**config.mk**
```make
export PLATFORM = sky130hd
export DESIGN_NAME = fwd_select_ctrl_flat
export DESIGN_NICKNAME = d
export VERILOG_FILES = /design/src/rtl/fwd_select_if.sv /design/src/rtl/fwd_select_ctrl.sv /design/src/flat_wrapper.sv
export SDC_FILE = /design/constraint.sdc
export NUM_CORES = 1
export LEC_CHECK = 0
export CAP_MARGIN = 20
export CORE_UTILIZATION = 50
export DETAILED_ROUTE_END_ITERATION = 16
export HOLD_SLACK_MARGIN = 0.12
export PLACE_DENSITY = 0.85
export SLEW_MARGIN = 20
export SYNTH_ARGS = -nofsm -noshare
export SYNTH_HDL_FRONTEND = slang
export SYNTH_SLANG_ARGS = --single-unit
```
**constraint.sdc**
```tcl
create_clock -name clk -period 3.1 [get_ports clk]
set_input_delay 0.62 -clock clk [delete_from_list [all_inputs] [get_ports clk]]
set_output_delay 0.62 -clock clk [all_outputs]
set_load 0.02 [all_outputs]
```
**src/rtl/fwd_select_if.sv**
```systemverilog
// Bundle between the ID stage and the forwarding/hazard controller.
// The master side (decode logic) presents the ID instruction fields, flush
// and hold. The slave side (controller) returns the EX-stage operand selects,
// the load-use stall and the stall-cycle count.
interface fwd_select_if #(
  parameter int CNT_W = 32
);
  logic             id_valid;
  logic [4:0]       id_rs1;
  logic [4:0]       id_rs2;
  logic             id_uses_rs1;
  logic             id_uses_rs2;
  logic [4:0]       id_rd;
  logic             id_reg_write;
  logic             id_mem_read;
  logic             flush;
  logic             hold;
  logic [1:0]       fwd_sel_rs1;
  logic [1:0]       fwd_sel_rs2;
  logic             stall;
  logic [CNT_W-1:0] stall_count;

  modport master (
    output id_valid, id_rs1, id_rs2, id_uses_rs1, id_uses_rs2,
           id_rd, id_reg_write, id_mem_read, flush, hold,
    input  fwd_sel_rs1, fwd_sel_rs2, stall, stall_count
  );

  modport slave (
    input  id_valid, id_rs1, id_rs2, id_uses_rs1, id_uses_rs2,
           id_rd, id_reg_write, id_mem_read, flush, hold,
    output fwd_sel_rs1, fwd_sel_rs2, stall, stall_count
  );
endinterface

```
**src/rtl/fwd_select_ctrl.sv**
```systemverilog
// Forwarding and load-use hazard controller for the 5-stage RV32IM pipeline.
// Tracks the producers in EX (_p0) and MEM (_p1) and registers the operand
// mux selects alongside the ID/EX register. The WB slot is not kept: the
// register file is write-through, so a WB producer never needs forwarding.
// Select codes: 00 register file, 01 MEM-stage ALU result, 10 WB result.
module fwd_select_ctrl #(
  parameter int CNT_W = 32
) (
  input logic         clk,
  input logic         reset,
  fwd_select_if.slave bus
);

  // EX slot (p0) and MEM slot (p1) of the tracked producers
  logic             vld_p0;
  logic [4:0]       rd_p0;
  logic             rw_p0;
  logic             mr_p0;
  logic             vld_p1;
  logic [4:0]       rd_p1;
  logic             rw_p1;

  logic [1:0]       sel_rs1_p0;
  logic [1:0]       sel_rs2_p0;
  logic [CNT_W-1:0] stall_cnt;

  logic             ex_m1;
  logic             ex_m2;
  logic             mem_m1;
  logic             mem_m2;
  logic             stall;
  logic             load_real;
  logic [1:0]       sel_rs1_d;
  logic [1:0]       sel_rs2_d;

  // A producer matches a source only if it really writes a nonzero rd that
  // the consumer actually reads.
  function automatic logic producer_match(input logic       vld,
                                          input logic       rw,
                                          input logic [4:0] rd,
                                          input logic [4:0] src,
                                          input logic       uses);
    return vld && rw && (rd != 5'd0) && (rd == src) && uses;
  endfunction

  // Youngest producer wins; a load in EX cannot forward (that case stalls).
  function automatic logic [1:0] sel_code(input logic ex_m,
                                          input logic mem_m,
                                          input logic ex_load);
    if (ex_m && !ex_load) return 2'b01;
    else if (mem_m)       return 2'b10;
    else                  return 2'b00;
  endfunction

  function automatic logic [CNT_W-1:0] sat_inc(input logic [CNT_W-1:0] cnt);
    return (&cnt) ? cnt : cnt + 1'b1;
  endfunction

  // Hazard detection and next-state selects from the ID fields and slots
  always_comb begin
    ex_m1     = producer_match(vld_p0, rw_p0, rd_p0, bus.id_rs1, bus.id_uses_rs1);
    ex_m2     = producer_match(vld_p0, rw_p0, rd_p0, bus.id_rs2, bus.id_uses_rs2);
    mem_m1    = producer_match(vld_p1, rw_p1, rd_p1, bus.id_rs1, bus.id_uses_rs1);
    mem_m2    = producer_match(vld_p1, rw_p1, rd_p1, bus.id_rs2, bus.id_uses_rs2);
    stall     = !reset && !bus.hold && bus.id_valid && vld_p0 && mr_p0 &&
                (ex_m1 || ex_m2);
    load_real = bus.id_valid && !stall && !bus.flush;
    sel_rs1_d = sel_code(ex_m1, mem_m1, mr_p0);
    sel_rs2_d = sel_code(ex_m2, mem_m2, mr_p0);
  end

  // Control state: slot valids, registered selects and the stall counter
  always_ff @(posedge clk) begin
    if (reset) begin
      vld_p0     <= 1'b0;
      vld_p1     <= 1'b0;
      sel_rs1_p0 <= 2'b00;
      sel_rs2_p0 <= 2'b00;
      stall_cnt  <= '0;
    end else if (!bus.hold) begin
      vld_p0     <= load_real;
      vld_p1     <= vld_p0;
      sel_rs1_p0 <= load_real ? sel_rs1_d : 2'b00;
      sel_rs2_p0 <= load_real ? sel_rs2_d : 2'b00;
      if (stall) stall_cnt <= sat_inc(stall_cnt);
    end
  end

  // Slot payload advances with the pipeline; bubbles carry all-zero fields
  always_ff @(posedge clk) begin
    if (!bus.hold) begin
      rd_p0 <= load_real ? bus.id_rd        : 5'd0;
      rw_p0 <= load_real ? bus.id_reg_write : 1'b0;
      mr_p0 <= load_real ? bus.id_mem_read  : 1'b0;
      rd_p1 <= rd_p0;
      rw_p1 <= rw_p0;
    end
  end

  assign bus.fwd_sel_rs1 = sel_rs1_p0;
  assign bus.fwd_sel_rs2 = sel_rs2_p0;
  assign bus.stall       = stall;
  assign bus.stall_count = stall_cnt;

endmodule

```
**src/flat_wrapper.sv**
```systemverilog
// flat-port wrapper written by rule: the top's interface ports become plain ports
module fwd_select_ctrl_flat 
#(
  parameter int CNT_W = 32
)
  (clk, reset, bus_id_valid, bus_id_rs1, bus_id_rs2, bus_id_uses_rs1, bus_id_uses_rs2, bus_id_rd, bus_id_reg_write, bus_id_mem_read, bus_flush, bus_hold, bus_fwd_sel_rs1, bus_fwd_sel_rs2, bus_stall, bus_stall_count);
  fwd_select_if #(.CNT_W(CNT_W)) bus_i ();
  input logic clk;
  input logic reset;
  input wire logic [$bits(bus_i.id_valid)-1:0] bus_id_valid;
  input wire logic [$bits(bus_i.id_rs1)-1:0] bus_id_rs1;
  input wire logic [$bits(bus_i.id_rs2)-1:0] bus_id_rs2;
  input wire logic [$bits(bus_i.id_uses_rs1)-1:0] bus_id_uses_rs1;
  input wire logic [$bits(bus_i.id_uses_rs2)-1:0] bus_id_uses_rs2;
  input wire logic [$bits(bus_i.id_rd)-1:0] bus_id_rd;
  input wire logic [$bits(bus_i.id_reg_write)-1:0] bus_id_reg_write;
  input wire logic [$bits(bus_i.id_mem_read)-1:0] bus_id_mem_read;
  input wire logic [$bits(bus_i.flush)-1:0] bus_flush;
  input wire logic [$bits(bus_i.hold)-1:0] bus_hold;
  output wire logic [$bits(bus_i.fwd_sel_rs1)-1:0] bus_fwd_sel_rs1;
  output wire logic [$bits(bus_i.fwd_sel_rs2)-1:0] bus_fwd_sel_rs2;
  output wire logic [$bits(bus_i.stall)-1:0] bus_stall;
  output wire logic [$bits(bus_i.stall_count)-1:0] bus_stall_count;
  assign bus_i.id_valid = bus_id_valid;
  assign bus_i.id_rs1 = bus_id_rs1;
  assign bus_i.id_rs2 = bus_id_rs2;
  assign bus_i.id_uses_rs1 = bus_id_uses_rs1;
  assign bus_i.id_uses_rs2 = bus_id_uses_rs2;
  assign bus_i.id_rd = bus_id_rd;
  assign bus_i.id_reg_write = bus_id_reg_write;
  assign bus_i.id_mem_read = bus_id_mem_read;
  assign bus_i.flush = bus_flush;
  assign bus_i.hold = bus_hold;
  assign bus_fwd_sel_rs1 = bus_i.fwd_sel_rs1;
  assign bus_fwd_sel_rs2 = bus_i.fwd_sel_rs2;
  assign bus_stall = bus_i.stall;
  assign bus_stall_count = bus_i.stall_count;
  fwd_select_ctrl #(.CNT_W(CNT_W)) u_core (.clk(clk), .reset(reset), .bus(bus_i));
endmodule
```
* Yosys cells after proc, flatten, opt, wreduce, memory -nomap -nowiden
Cells that the tools add are included.
** Operators by class
- Reduce and logical (&&, ||, !) cells :: 31
- Mux-type cells :: 6
- Bitwise gates (word level) :: 2
- Equal/unequal tests :: 4
- Add/sub/neg operators :: 1
** Operators with widths (number)
- adder 32 x 1 -> 32 bit, second input constant :: 1
- AND reduction 32 bit :: 1
- logical AND 1 bit :: 21
- == test 5 bit :: 4
- 2-to-1 mux 2 bit :: 6
- nonzero test 5 bit :: 2
- logical NOT 1 bit :: 5
- AND reduction 3 bit :: 1
- inverter 1 bit :: 2
- logical OR 1 bit :: 1
** Word-level totals
- Logic and storage cells :: 54
- Flip-flop bits (word level) :: 51
- Input bits :: 24
- Output and inout bits :: 37

* Longest topological paths before layout
Gate-level depths: netlist of the first run.
- Word-level depth :: 10
- Gate-level depth with buffers :: 9

* Least setup slack after synthesis of the first run
Ideal clock, no wire load.
- Path type :: register to register
- Start point :: register u_core.stall_cnt[0] (netlist: u_core.bus.stall_count[0])
- End point :: register u_core.stall_cnt[19] (netlist: u_core.bus.stall_count[19])
- Arrival :: 2144 ps
- Cell stages (with the launch flop) :: 10
- Buffers on the path :: 2
- Clock period less this slack :: 2267 ps
- Path slack :: 833 ps
- Cells stage by stage :: dfxtp_1 > ha_1 > and2_1 > and4_1 > and3_1 > buf_2 > or2_1 > buf_2 > nor3_1 > mux2_1
** Between the ends
- Longest elaborated chain between the ends :: 3
** Ends and longest elaborated chain
- start: declaration :: line fwd_select_ctrl.sv:25 : logic [CNT_W-1:0] stall_cnt;
- start signal: assignment :: line fwd_select_ctrl.sv:85 : if (stall) stall_cnt <= sat_inc(stall_cnt);
- parallel branches: the longest is 3 deep, another holds adder 32 x 1 -> 32 bit
Parallel ways; which one is timed is not known.
A chain may end at the register's enable or synchronous reset.

* Worst setup path after layout of the first run
- Start point :: input bus_id_rs1[3]
- End point :: output bus_stall
** Between the ends
- Longest elaborated chain between the ends :: 5
** Ends and longest elaborated chain
- start: declaration :: line flat_wrapper.sv:11 : input wire logic [$bits(bus_i.id_rs1)-1:0] bus_id_rs1;
- == test 5 bit :: line fwd_select_ctrl.sv:43 : return vld && rw && (rd != 5'd0) && (rd == src) && uses;
- logical AND 1 bit (2 in series) :: line fwd_select_ctrl.sv:43
- logical OR 1 bit :: line fwd_select_ctrl.sv:66 : (ex_m1 || ex_m2);
- logical AND 1 bit :: line fwd_select_ctrl.sv:65 : stall = !reset && !bus.hold && bus.id_valid && vld_p0 && mr_p0 &&
- end: declaration :: line flat_wrapper.sv:22 : output wire logic [$bits(bus_i.stall)-1:0] bus_stall;
No other way between the ends.

==> qor.csv, run 1 <==
stage,metric,value,unit
synth,synth.avg_cell_area,9.26,sq um
floorplanning,boundaryPins,61,
power_and_ir_drop,switching_share,0.219,
synth,ys_types,52,
synth,syn_nets,317,
detailed_routing,postRouteAntennaNets,0,
power_and_ir_drop,p_leak,0.00115,uW
synth,synthArstFlopShare,0,
placed_design,gp_congestion,0.913,
worst_setup_path,cp.arrival,2.23,ns
detailed_routing,vias,2465,
worst_setup_path,worstPathRequired,2.48,ns
worst_setup_path,crit_path_start_kind,primary input,
floorplanning,rows,26,
layout,n_antenna_cell,0,
timing,period_share,0.920,
detailed_routing,routed_wl,6.39,mm
clock_network,hold_buffers,0,
layout,layout-drive-gt1-share,0.0978,
timing,rsz0062_at_grt,no,
timing,setup_violations,0,
placed_design,io_buffers,60,
clock_network,path_clk_slew,0.09,ns
timing,fmax,351,MHz
worst_setup_path,crit_path_max_incr_delay,0.43,ns
synth,synthCells,292,
worst_setup_path,crit_chain,clkdlybuf4s50_1 > xor2_1 > nor4_1 > and3_1 > o21ai_4 > inv_2 > dlygate4sd2_1,
floorplanning,initial_utilization,0.523,
floorplanning,die_w,75.5,um
timing,fin_tns_setup,0,ns
detailed_routing,drtPass1Iterations,4,
worst_setup_path,path_class,primary input to output port,
outcome,outcome,"finished, final reports clean",
floorplanning,die_y,75.5,um
clock_network,cts_buffer_depth,2,
global_routing,antenna_found_initial,0,
worst_setup_path,slowest_stage,clkdlybuf4s50_1,
global_routing,track_usage,0.231,
synth,synth_edf_count,13,
worst_setup_path,crit_path_end_kind,output port,
timing,period_minus_slack,2.85,ns
detailed_routing,wl_per_cell,14.9,um
synth,netlist_area,2700,sq um
detailed_routing,drtIter0Drc,91,
global_routing,grt_pass1_wl,9.98,mm
clock_network,clock-sinks,51,
clock_network,cts_setup_buffers,0,
synth,yosysSeqAreaShare,0.426,
power_and_ir_drop,fin_total_pwr,1260,uW
power_and_ir_drop,peakVddDrop,0.239,mV
clock_network,insertion_delay,0.31,ns
worst_setup_path,cp_max_fo,2,
power_and_ir_drop,powerDensity,360,nW/um^2
power_and_ir_drop,combPwrFrac,0.078,
global_routing,gr-total-overflow,0,
detailed_routing,via_per_inst,5.76,
clock_network,cts_inserted_buffers,5,
clock_network,htreeDepth,2,
floorplanning,core-area,5170,sq um
placed_design,dp_slack,-0.0103,ns
timing,final-max-slew-violation-count,0,
timing,fin_ws,0.249,ns
worst_setup_path,critPathTopFamily,buffers and inverters,
synth,ys.flop_type,dfxtp_1,
worst_setup_path,reg2reg_setup_slack,0.59,ns
clock_network,cts_root_buffer,clkbuf_8,
power_and_ir_drop,internal-power,987,uW
timing,hold_viol,0,
placed_design,hpwl,4.67,mm
layout,nNetsFinal,382,
min_path,min_path_type,register to register,
timing,worst_hold_slack,0.468,ns
detailed_routing,drc,0,
timing,clock_skew,0.0117,ns
global_routing,grt_max_degree,47,
timing,maxSlewHeadroom,0.596,
power_and_ir_drop,power.share.sequential,0.562,
layout,area_growth,29.9,%
synth,ys_warn_count,0,
power_and_ir_drop,p_switching,276,uW
clock_network,cts_tree,done,
synth,synth-seq-cells,51,
power_and_ir_drop,clkPwrFrac,0.360,
global_routing,grt_pass1_vias,2208,
timing,tightest_slew,0.606,ns
worst_setup_path,critPathBufInv,3,
layout,num-fill-cells,426,
floorplanning,dieArea,5710,sq um
layout,finish.utilization,0.679,
flow_run,max-cap-violations,0,
synth_stat cells (all sizes together) (5+ instances only):
master	number	area (sq um)
and2	10	62.6
nand4	9	62.6
o21ai	12	71.3
clkbuf	7	26.3
mux2	7	78.8
nand3	12	60.1
nor2	18	70.1
nor4	8	56.3
a21oi	23	115
and3	5	31.3
nor2b	7	43.8
or3	11	68.8
buf	9	65.1
nor3	8	50.1
xor2	16	140
nand2	20	75.1
o31ai	13	97.6
xnor2	5	43.8
dfxtp	38	761
or4	12	90.1
edfxtp	13	390
worst paths after layout:
| check | from | to | cells after the start |
|---|---|---|---|
| max reg2reg | u_core.bus.stall_count[22] | u_core.bus.stall_count[19] | 6 |
| max | bus_id_rs1[3] | bus_stall | 7 |
| min | u_core.bus.fwd_sel_rs1[1] | u_core.bus.fwd_sel_rs1[1] | 2 |
| min reg2reg | u_core.bus.fwd_sel_rs1[1] | u_core.bus.fwd_sel_rs1[1] | 2 |
cell families (layout without fill, tap and decap cells):
group,Yosys count,in the layout,synth area share
AOI/OAI and AO/OA,57,57,0.139
xor gates and xnor gates,21,21,0.0680
adders and majority gates,1,1,0.00463
buffers and inverters,20,86,0.0393
DFF,51,51,0.426
muxes,8,8,0.0329
and+or+nand+nor,134,134,0.290
power groups by stage:
stage | registers [uW] | logic [uW] | clock network (uW)
2_1_floorplan | 721 | 49.2 | 0
3_5_place_dp | 725 | 97.1 | 0
3_3_place_gp | 724 | 94.0 | 0
5_1_grt | 711 | 106 | 485
6_report | 710 | 98.3 | 455
4_1_cts | 710 | 98.0 | 458
area by class of cell:
class,instances,area [sq um],area share
well taps,70,87.6,0.0249
inverters,4,15.0,0.00428
clock inverters,3,38.8,0.0110
flip-flops and latches,51,1150,0.328
clock buffers,5,68.8,0.0196
repair buffers,74,704,0.201
multi-input cells,221,1450,0.412
per-layer routing:
metal | track usage | vias to the layer above | routed length [um]
li1 | - | 1218 | -
met1 | 0.281 | 1163 | 2730
met2 | 0.406 | 78 | 3300
met3 | 0.0569 | 6 | 291
met4 | 0.0700 | 0 | 65
met5 | 0 | - | 0
stage by stage:
stage          instances  area, sq um
6_report             428         3510
5_1_grt              428         3510
4_1_cts              428         3510
3_5_place_dp         420         3410
3_3_place_gp         420         3410
2_1_floorplan        292         2700
sequential cells by signal, summed over array words and instances, names as in the netlist:
| register | cells |
|---|---|
| u_core.vld_p0 | 1 |
| u_core.bus.fwd_sel_rs2 | 2 |
| u_core.rw_p1 | 1 |
| u_core.rd_p1 | 5 |
| u_core.bus.fwd_sel_rs1 | 2 |
| u_core.vld_p1 | 1 |
| u_core.rd_p0 | 5 |
| u_core.mr_p0 | 1 |
| u_core.rw_p0 | 1 |
| u_core.bus.stall_count | 32 |
cells in the final DEF (no fill, tap or decap), types with 2 or more instances in the layout:
| cell type | instances |
|---|---|
| a21oi_1 | 23 |
| and2_1 | 10 |
| and3_1 | 5 |
| and4_1 | 2 |
| buf_4 | 14 |
| clkbuf_8 | 5 |
| clkdlybuf4s50_1 | 59 |
| dfxtp_1 | 38 |
| edfxtp_1 | 13 |
| inv_1 | 3 |
| mux2_1 | 5 |
| mux2_2 | 2 |
| nand2_1 | 20 |
| nand2b_1 | 2 |
| nand3_1 | 12 |
| nand3b_1 | 3 |
| nand4_1 | 8 |
| nor2_1 | 17 |
| nor2b_1 | 7 |
| nor3_1 | 6 |
| nor3_2 | 2 |
| nor4_1 | 7 |
| o21ai_0 | 11 |
| o31ai_1 | 13 |
| o32ai_1 | 2 |
| or3_1 | 11 |
| or4_1 | 12 |
| xnor2_1 | 5 |
| xor2_1 | 16 |
worst reg2reg max path, delay by kind of cell (launching register included):
family / cells / cell delay (ns)
mux: 1 / 0.33
simple gates: 5 / 1.64
flops: 1 / 0.43
what timing repair did:
item	4_1_cts	5_1_grt
resized for setup	1	0
hold endpoints to repair	0	0
setup endpoints to repair	1	0
No activity file was read; power rests on OpenSTA's default activity.
==> run 2: changes to the inputs <==
--- a/config.mk
+++ b/config.mk
@@ -6,10 +6,11 @@
 export NUM_CORES = 1
 export LEC_CHECK = 0
 export CAP_MARGIN = 20
-export CORE_UTILIZATION = 50
+export CORE_UTILIZATION = 52
+export CTS_BUF_LIST = sky130_fd_sc_hd__clkbuf_4
 export DETAILED_ROUTE_END_ITERATION = 16
 export HOLD_SLACK_MARGIN = 0.12
-export PLACE_DENSITY = 0.85
+export PLACE_DENSITY = 0.88
 export SLEW_MARGIN = 20
 export SYNTH_ARGS = -nofsm -noshare
 export SYNTH_HDL_FRONTEND = slang
==> run 2 against run 1 <==
Net effect: first-iteration DRC count grew 89%; worst hold slack gained 0.020 ns; critical path type unchanged; design area shrank 1.4%; highest routed layer unchanged; combinational power grew 0.8%; largest cell class unchanged; critical endpoint unchanged.
==> qor.csv, run 2 (same netlist as run 1, synthesis figures left out) <==
stage,metric,value,unit
layout,nNetsFinal,382,
flow_run,max-cap-violations,0,
floorplanning,boundaryPins,61,
worst_setup_path,path_class,primary input to output port,
detailed_routing,vias,2458,
placed_design,dp_cells,417,
timing,setup_violations,0,
layout,layout_commonest_cell,clkdlybuf4s50_1,
power_and_ir_drop,internal-power,842,uW
power_and_ir_drop,switching_share,0.253,
clock_network,post_cts_resized,1,
layout,final_cell_mix,"59 x clkdlybuf4s50_1, 38 x dfxtp_1, 23 x a21oi_1, 20 x nand2_1, 17 x nor2_1",
min_path,min_path_type,register to register,
power_and_ir_drop,power.share.sequential,0.630,
global_routing,track_usage,0.242,
outcome,outcome,"finished, final reports clean",
placed_design,place_area,3400,sq um
worst_setup_path,slowest_stage,clkdlybuf4s50_1,
timing,hold_viol,0,
layout,fin_area,3460,sq um
floorplanning,dieArea,5490,sq um
worst_setup_path,crit_chain,clkdlybuf4s50_1 > xor2_1 > nor4_1 > and3_1 > o21ai_4 > inv_2 > dlygate4sd2_1,
worst_setup_path,crit_path_start_kind,primary input,
worst_setup_path,crit_path_max_incr_delay,0.44,ns
timing,period_share,0.950,
clock_network,cts_buffer_depth,2,
clock_network,cts_setup_buffers,0,
worst_setup_path,cp_max_fo,2,
global_routing,grt_max_degree,47,
power_and_ir_drop,peakVddDrop,0.371,mV
clock_network,cts_tree,done,
timing,maxSlewHeadroom,0.613,
power_and_ir_drop,powerDensity,326,nW/um^2
layout,layout-drive-gt1-share,0.101,
global_routing,gr-total-overflow,0,
power_and_ir_drop,combPwrFrac,0.088,
timing,final-max-slew-violation-count,0,
worst_setup_path,worstReg2RegStart,u_core.rd_p0[3],
timing,rsz0062_at_grt,no,
layout,num-fill-cells,379,
detailed_routing,routed_wl,6.38,mm
clock_network,path_clk_slew,0.15,ns
placed_design,gp_congestion,0.994,
clock_network,clock-sinks,51,
layout,largest_reg_flops,32,
floorplanning,core-area,4850,sq um
detailed_routing,drc,0,
detailed_routing,wl_per_cell,15.0,um
detailed_routing,postRouteAntennaNets,0,
floorplanning,rows,25,
global_routing,antenna_found_initial,0,
clock_network,cts_root_buffer,clkbuf_4,
detailed_routing,drtIter0Drc,172,
layout,area_growth,28.0,%
clock_network,hold_buffers,0,
global_routing,grt_pass1_vias,2152,
power_and_ir_drop,p_switching,286,uW
layout,n_antenna_cell,0,
clock_network,insertion_delay,0.39,ns
detailed_routing,drtPass1Iterations,5,
clock_network,htreeDepth,2,
floorplanning,die_w,74.1,um
min_path,min_from,u_core.rw_p0,
timing,fmax,340,MHz
global_routing,grt_pass1_wl,10.1,mm
detailed_routing,via_per_inst,5.78,
timing,period_minus_slack,2.94,ns
placed_design,hpwl,4.66,mm
floorplanning,die_y,74.1,um
power_and_ir_drop,p_leak,0.00112,uW
layout,layout.cells.non_filler,425,
worst_setup_path,critPathBufInv,3,
worst_setup_path,cp-startpoint,bus_id_rs1[3],
clock_network,cts_inserted_buffers,5,
timing,fin_tns_setup,0,ns
placed_design,io_buffers,60,
floorplanning,initial_utilization,0.558,
worst_setup_path,cp.arrival,2.32,ns
worst_setup_path,crit_path_end_kind,output port,
timing,tightest_slew,0.581,ns
timing,clock_skew,0.0102,ns
worst_setup_path,worstPathRequired,2.48,ns
power_and_ir_drop,clkPwrFrac,0.282,
worst_setup_path,critPathTopFamily,buffers and inverters,
layout,finish.utilization,0.714,
## run 2: worst register-to-register path, stage by stage (launching register included)
cell,delay [ns]
edfxtp_1,0.49
xor2_1,0.20
nor4_1,0.33
and3_1,0.29
buf_4,0.17
o2111ai_2,0.28
buf_4,0.25
or3_1,0.34
a21oi_1,0.14
## run 2: cell type report
class | count | area, sq um | area share
clock buffers | 5 | 37.5 | 0.0108
clock inverters | 3 | 23.8 | 0.00687
inverters | 4 | 15.0 | 0.00434
multi-input cells | 221 | 1450 | 0.418
flip-flops and latches | 51 | 1150 | 0.332
well taps | 67 | 83.8 | 0.0242
repair buffers | 74 | 704 | 0.203
## run 2: per-layer routing
metal  vias to the layer above  part of all wire  global-route usage
li1                       1210                 -                   -
met1                      1160              0.43               0.312
met2                        78              0.50               0.402
met3                        10             0.050              0.0542
met4                         0             0.015              0.0812
met5                         -                 0                   0
## run 2: power by group through the flow
stage                     sequential, uW  combinational [uW]  clock (uW)
after floorplan                      721                49.2           0
after global placement               724                94.5           0
after detailed placement             726                98.2           0
after CTS                            711                98.8         320
after global routing                 713                 107         349
final                                711                99.1         318
## run 2: worst paths after layout
path / endpoint / slack, ns / cells past startpoint
worst max-delay path: bus_stall / 0.16 / 7
worst min-delay path: u_core.rw_p1 / 0.49 / 0
worst max register to register: u_core.bus.stall_count[12] / 0.55 / 8
worst min register to register: u_core.rw_p1 / 0.49 / 0
## run 2: stage by stage
step	hold slack, ns	total power (uW)	worst slack (ns)
2_1_floorplan	0.427	770	0.833
3_3_place_gp	0.436	819	0.00489
3_5_place_dp	0.454	824	-0.115
4_1_cts	0.488	1130	0.151
5_1_grt	0.503	1170	0.133
6_report	0.488	1130	0.156
